==> src/rtl/rp8_io_timer.sv <==
// rp8 I/O-bus timer/counter: prescaled 8-bit up-counter with output compare,
// overflow flags and two acknowledgeable interrupt requests.
module rp8_io_timer #(
    parameter logic [5:0] BASE    = 6'h20,
    parameter logic [7:0] OCR_RST = 8'hFF
) (
    input  logic       clk,
    input  logic       rst,
    input  logic       io_wen,
    input  logic       io_ren,
    input  logic [5:0] io_adr,
    input  logic [7:0] io_wdt,
    input  logic [7:0] io_msk,
    output logic [7:0] io_rdt,
    output logic [1:0] irq_req,
    input  logic [1:0] irq_ack
);

    logic [6:0] r_tccr;
    logic [7:0] r_tcnt;
    logic [7:0] r_ocr;
    logic       r_ocf;
    logic       r_tov;
    logic [6:0] r_psc;

    logic       w_hit;
    logic       w_wr_tccr;
    logic       w_wr_tcnt;
    logic       w_wr_ocr;
    logic       w_wr_tifr;
    logic       w_en;
    logic [2:0] w_ps;
    logic       w_ctc;
    logic [6:0] w_ps_lim;
    logic       w_tick;
    logic       w_cnt;
    logic       w_match;
    logic       w_ocf_set;
    logic       w_tov_set;
    logic       w_ocf_clr;
    logic       w_tov_clr;
    logic [7:0] w_rdata;

    assign w_hit     = (io_adr[5:2] == BASE[5:2]);
    assign w_wr_tccr = io_wen && w_hit && (io_adr[1:0] == 2'd0);
    assign w_wr_tcnt = io_wen && w_hit && (io_adr[1:0] == 2'd1);
    assign w_wr_ocr  = io_wen && w_hit && (io_adr[1:0] == 2'd2);
    assign w_wr_tifr = io_wen && w_hit && (io_adr[1:0] == 2'd3);

    assign w_en  = r_tccr[0];
    assign w_ps  = r_tccr[3:1];
    assign w_ctc = r_tccr[4];

    // Prescaler terminal count is 2^PS-1, so PS=0 ticks every enabled cycle.
    assign w_ps_lim = 7'((8'd1 << w_ps) - 8'd1);
    assign w_tick   = w_en && (r_psc == w_ps_lim);

    // A bus write to TCNT swallows a coincident tick entirely, flags included.
    assign w_cnt     = w_tick && !w_wr_tcnt;
    assign w_match   = (r_tcnt == r_ocr);
    assign w_ocf_set = w_cnt && w_match;
    assign w_tov_set = w_cnt && (r_tcnt == 8'hFF);
    assign w_ocf_clr = (w_wr_tifr && io_wdt[0] && io_msk[0]) || irq_ack[0];
    assign w_tov_clr = (w_wr_tifr && io_wdt[1] && io_msk[1]) || irq_ack[1];

    always_ff @(posedge clk or posedge rst) begin
        if (rst) begin
            r_psc <= 7'd0;
        end else if (w_wr_tccr || !w_en || w_tick) begin
            r_psc <= 7'd0;
        end else begin
            r_psc <= r_psc + 7'd1;
        end
    end

    always_ff @(posedge clk or posedge rst) begin
        if (rst) begin
            r_tccr <= 7'd0;
            r_ocr  <= OCR_RST;
        end else begin
            if (w_wr_tccr) begin
                r_tccr <= (io_wdt[6:0] & io_msk[6:0]) | (r_tccr & ~io_msk[6:0]);
            end
            if (w_wr_ocr) begin
                r_ocr <= (io_wdt & io_msk) | (r_ocr & ~io_msk);
            end
        end
    end

    always_ff @(posedge clk or posedge rst) begin
        if (rst) begin
            r_tcnt <= 8'd0;
        end else if (w_wr_tcnt) begin
            r_tcnt <= (io_wdt & io_msk) | (r_tcnt & ~io_msk);
        end else if (w_tick) begin
            r_tcnt <= (w_ctc && w_match) ? 8'd0 : r_tcnt + 8'd1;
        end
    end

    // Set has priority over both the W1C write and the core acknowledge.
    always_ff @(posedge clk or posedge rst) begin
        if (rst) begin
            r_ocf <= 1'b0;
            r_tov <= 1'b0;
        end else begin
            if (w_ocf_set) begin
                r_ocf <= 1'b1;
            end else if (w_ocf_clr) begin
                r_ocf <= 1'b0;
            end
            if (w_tov_set) begin
                r_tov <= 1'b1;
            end else if (w_tov_clr) begin
                r_tov <= 1'b0;
            end
        end
    end

    // Read data is zero when idle or unaddressed so responders can be OR-ed.
    always_comb begin
        w_rdata = 8'h00;
        if (io_ren && w_hit) begin
            case (io_adr[1:0])
                2'd0:    w_rdata = {1'b0, r_tccr};
                2'd1:    w_rdata = r_tcnt;
                2'd2:    w_rdata = r_ocr;
                default: w_rdata = {6'd0, r_tov, r_ocf};
            endcase
        end
    end

    assign io_rdt  = w_rdata;
    assign irq_req = {r_tov && r_tccr[6], r_ocf && r_tccr[5]};

endmodule

==> config.mk <==
export PLATFORM = sky130hd
export DESIGN_NAME = rp8_io_timer
export DESIGN_NICKNAME = d
export VERILOG_FILES = /design/src/rtl/rp8_io_timer.sv
export SDC_FILE = /design/constraint.sdc
export NUM_CORES = 1
export LEC_CHECK = 0
export ABC_AREA = 1
export CAP_MARGIN = 0
export CORE_MARGIN = 8
export CORE_UTILIZATION = 30
export DETAILED_ROUTE_END_ITERATION = 10
export PLACE_DENSITY = 0.51
export SYNTH_ARGS = -nofsm -noshare
export SYNTH_HDL_FRONTEND = slang
export SYNTH_SLANG_ARGS = --single-unit
export TNS_END_PERCENT = 5
==> constraint.sdc <==
create_clock -name clk -period 4.25 [get_ports clk]
set_input_delay 1.0625 -clock clk [delete_from_list [all_inputs] [get_ports clk]]
set_output_delay 1.0625 -clock clk [all_outputs]
set_load 0.1 [all_outputs]
Word-level counts from Yosys, hierarchy flattened
Index checks and enable logic that the tools add are counted.
{ "word_totals": {"ff_bits": 32, "in_bits": 28, "output_inout_bits": 10} }
{ "op_classes": {"n_addsub": 3, "n_eq_ne": 7, "shift": 1, "mux": 10, "bitwise": 10, "n_reduce_logical": 27} }
{ "op_table": {"columns": ["cell", "n"], "rows": [
  ["$mux W8", 4],
  ["$and A8 B8 Y8", 3],
  ["$pmux W8 S3", 1],
  ["$logic_and A1 B1 Y1", 17],
  ["$or A8 B8 Y8", 2],
  ["$and A7 B7 Y7", 2],
  ["$add A8 B1 Y8 const B", 1],
  ["$eq A8 B8 Y1", 1],
  ["$eq A8 B8 Y1 const B", 1],
  ["$not A8 Y8", 1],
  ["$add A7 B1 Y7 const B", 1],
  ["$eq A7 B7 Y1", 1],
  ["$mux W7", 1],
  ["$not A7 Y7", 1],
  ["$or A7 B7 Y7", 1],
  ["$shl A1 B3 Y7 const A", 1],
  ["$sub A7 B1 Y7 const B", 1],
  ["$reduce_bool A2 Y1", 3],
  ["$eq A2 B2 Y1 const B", 2],
  ["$eq A4 B4 Y1 const B", 1],
  ["$logic_or A1 B1 Y1", 4],
  ["$mux W1", 4],
  ["$eq A2 B1 Y1 const B", 1],
  ["$logic_not A1 Y1", 2],
  ["$logic_not A2 Y1", 1]
]} }

Logic depth before layout (Yosys ltp)
Gate-level depths: netlist (run 1).
{ "depth": {"word_depth": 8, "ltp_mapped": 12, "mapped_depth_nobuf": 10} }

Worst setup path before layout (run 1)
OpenSTA, ideal clock, no wires.
{ "synth_path": {"path_type": "input -> output", "startpoint": "in io_adr[4]", "endpoint": "out io_rdt[1]", "arrival_ps": 3041, "setup_slack_ps": 147, "stages": 5, "path_buffers": 0, "cell_sequence": "inv_1 nand2_1 nor3_4 nand2_1 a41oi_1"} }
{ "synth_via": {"elab_chain_cells": 3} }
{ "synth_lines": {"columns": ["element", "line", "rtl"], "rows": [
  ["start, declared", "11", "input logic [5:0] io_adr,"],
  ["$eq A4 B4 Y1", "44", "assign w_hit = (io_adr[5:2] == BASE[5:2]);"],
  ["$logic_and A1 B1 Y1", "122", "if (io_ren && w_hit) begin"],
  ["$mux W8", "122", null],
  ["end, declared", "14", "output logic [7:0] io_rdt,"]
]} }
Every way passes these cells.

Worst setup path in the final report (run 1)
{ "layout_path": {"startpoint": "in io_adr[1]", "endpoint": "out io_rdt[0]"} }
{ "layout_via": {"elab_chain_cells": 3, "elab_cells_between_ends": 5, "classes_between": "eq/ne (2); mux (2); reduce/logical (1)"} }
{ "layout_lines": {"columns": ["element", "line", "rtl"], "rows": [
  ["$eq A2 B2 Y1, or another cell as far along", "123", "case (io_adr[1:0])"],
  ["$pmux W8 S3 *", "123", null],
  ["$mux W8 *", "122", null]
]} }
Every way passes the cells marked *; elsewhere a longest branch is shown, timed or not.

==> key figures, run 1 <==
Worst setup path
  • CP endpoint kind: primary output
  • R2R Setup Slk: 2.44 ns
  • Crit path kind: in2out
  • CP Cell Sequence: clkdlybuf4s50_1 > inv_1 > nor2_2 > inv_2 > o22ai_1 > a21oi_1 > a21oi_1 > buf_12
  • Cell mode on critical path: a21oi_1
  • Crit-path max FO: 7
  • CP max-delay cell: clkdlybuf4s50_1
  • Worst path arrival time: just under 3 ns
  • Crit path launch type: primary input
  • CP Data Required Time: 3.19 ns
  • Largest stage delay on the critical path: between 0.6 and 0.7 ns

Place
  • Port-buffer cells: 37
  • HPWL after detailed placement: ~5300 um
  • Inst Count DP: 494
  • GPL Wtd Cong: 0.8062

Timing
  • Final Cycle Share: 93.37%
  • Tmin final: just under 4 ns
  • Final Setup Violations: 0
  • Worst hold margin: between 0.4 and 0.5 ns
  • Tightest Pin Transition: about 0.97 ns
  • RSZ-0062 raised after global routing: false
  • Slew headroom: 35.36%
  • Total Negative Setup Slacks: 0 ns
  • Fmax: approximately 0.25 GHz
  • Hold Vio Cnt, Final: 0
  • Max Clock Skew: just over 0.007 ns
  • Max Slew Vio Count: 0

Synth
  • Main combinational cell family by area after synthesis: simple AND/OR/NAND/NOR gates
  • YS warnings: 0
  • Synth async-reset ratio: between 90% and 100%
  • Largest area contributor in the netlist: dfrtp_1
  • Synth top area cells: dfrtp_1, nand2_1, dfstp_2
  • Syn Std Cell Area: between 2000 and 2500 sq um
  • Mux cell area share after synthesis: 0%
  • Xor and xnor area share after synthesis: 4.478%
  • Adder-cell share of the synthesized area: 1.066%
  • Compound-Gate Fraction of Synth Area: under 10%
  • Area share of the largest cell type after synthesis: about a quarter
  • Post-synth EDFFs: 0
  • Synth Instances: between 300 and 400
  • Seq/Total Area, Yosys: about a third
  • Cell variety after synth: 31
  • Dominant synthesized flop cell: dfrtp_1
  • Synth Area per Inst: 6.538 sq um
  • Post-Synth Simple-Gate Area: ~42%
  • Flip-flop and latch count after synthesis: 32
  • Syn nets: about 400

Layout
  • Layout cells sized above 1: about a tenth
  • Fin util: around two fifths
  • Area Overhead vs Synth: 27.56%
  • Nets: approximately 430
  • Fillers: between 800 and 900
  • ANT cells: 0
  • Fin cells: roughly 500

Clock tree
  • Clock sinks: 32
  • CTS tree: yes
  • H-tree depth: 2
  • Max Buffers Root-to-Sink: 2
  • CTS clock-pin slew for the worst setup and hold paths: ~0.070 ns
  • Hold-fix buffers, CTS: 0
  • # resized after CTS: 0
  • Clk_lat worst skew: 0.29 ns
  • Post-CTS setup buffers: 0
  • Root buf cell: clkbuf_8
  • Num CTS Buffers: 5

Detailed routing
  • Vias per cell: between 4 and 5
  • Routed Antenna Nets: 0
  • DRC: 0
  • Pre-antenna DRT Iters: 4
  • Drt wl/cell: around 14 um
  • Initial DRC Count: between 200 and 250
  • Vias: approximately 2300
  • Final wirelength: around 6800 um

Pwr
  • P_leak: around 1.4 nW
  • Net Sw Frac: 35.27%
  • Clk pwr share: about 28%
  • Comb pwr share: between 20% and 30%
  • Highest ir drop seen on vdd: 0.1419 mV
  • Pwr dens: just over 300 nW/um^2
  • Flop pwr share: a little over two fifths
  • Sw Pwr: around 320 uW
  • Overall power: just over 900 uW
  • Int Pwr: between 500 and 600 uW

Floorplan
  • Core area: 7647 sq um
  • Top Ports: 38
  • DIE AREA: between 10000 and 15000 sq um
  • Die width: ~100 um
  • Die H: ~100 um
  • Cell Rows: 32
  • Initial Util: 30.69%

Status
  • Outcome: finished, final reports clean

Global routing
  • Initial antenna violation count: 0
  • Number of global-route vias before repair: around 2300
  • Global-route wire length before repair: 11670 um
  • Remaining global-route overflow: 0
  • Largest net degree at the start of global routing: 33
  • GRT Total Usage: approximately an eighth

Flow run
  • Max_cap viols: 0

Min path
  • Worst hold path class: reg2reg
==> power by group through the flow <==
stage | registers [mW] | logic (mW) | clock network, mW
finish | 0.401 | 0.257 | 0.256
global route | 0.407 | 0.300 | 0.276
CTS | 0.400 | 0.259 | 0.263
global placement | 0.407 | 0.257 | 0
floorplan | 0.379 | 0.204 | 0
detailed placement | 0.406 | 0.258 | 0
==> final cells by class <==
type | instances | area, sq um | share of cell area, %
Clock inverter | 1 | 7.507 | 0.2507
Tap cell | 102 | 127.6 | 4.262
Multi-Input combinational cell | 268 | 1296 | 43.29
Timing Repair Buffer | 39 | 465.4 | 15.55
Sequential cell | 32 | 810.8 | 27.08
Inverter | 53 | 200.2 | 6.686
Clock buffer | 7 | 86.33 | 2.883
==> cell usage in the layout, fill, tap and decap left out, types with 3 or more instances in the layout <==
cell	instances
o21ai_0	9
nor2_2	5
nand4_1	5
clkdlybuf4s50_1	29
nor2_1	23
nand2_1	140
xnor2_1	7
nand3_1	34
clkbuf_8	6
xor2_1	5
inv_1	48
o211ai_1	3
nor3_1	4
o21ai_1	9
nand3b_1	3
dfstp_2	8
a21oi_1	7
dfrtp_1	24
buf_12	8
inv_2	4
==> cell usage after synthesis, drive strengths merged, types with 2 or more instances <==
master	number
nand3	35
nand4	6
buf	4
xnor2	7
inv	52
xor2	5
o211ai	3
nand2	140
dfrtp	24
o21ai	18
o22ai	2
ha	2
dfstp	8
nand3b	4
nor3	6
a21oi	7
clkbuf	2
nor2	30
==> through the flow <==
stage	setup slack (ns)	area, sq um
floorplan	0.1467	2347
global placement	0.3511	2900
detailed placement	0.3069	2900
CTS	0.2955	2994
global route	0.05222	2994
finish	0.2816	2994
==> worst max-delay path: cells and delay by family <==
family                 cells  cell delay [ns]
and+or+nand+nor            1             0.29
AOI/OAI and AO/OA          3             0.47
buffers and inverters      4             1.07
==> cell families after synthesis <==
group / Yosys count
AOI/OAI and AO/OA: 32
xor gates and xnor gates: 12
adders and majority gates: 2
buffers and inverters: 59
DFF: 32
and+or+nand+nor: 222
==> worst paths after layout <==
kind | from | endpoint | cells after the start
worst min-delay path | flop | flop | 2
worst max register to register | flop | r_ocf | 9
worst min register to register | flop | flop | 2
max in group asynchronous | rst | async pin | 3
min in group asynchronous | rst | async pin | 3
worst max-delay path | io_adr[1] | io_rdt[0] | 8
==> per-layer routing <==
layer	vias to the layer above	share of wire, %	routed length [um]	GRT usage [%]
met3	9	6.3	432	3.098
met5	-	0	0	0
met2	61	43	2921	19.49
met4	0	1.2	82	5.067
li1	1213	-	-	-
met1	1032	50	3387	17.83
(Power assumes the default switching activity.)
==> inputs of run 2 (changes only) <==
CAP_MARGIN = 20   (was 0)
==> results of run 2 <==
Same layout as run 1: the final DEF is identical, and so are final timing and power.
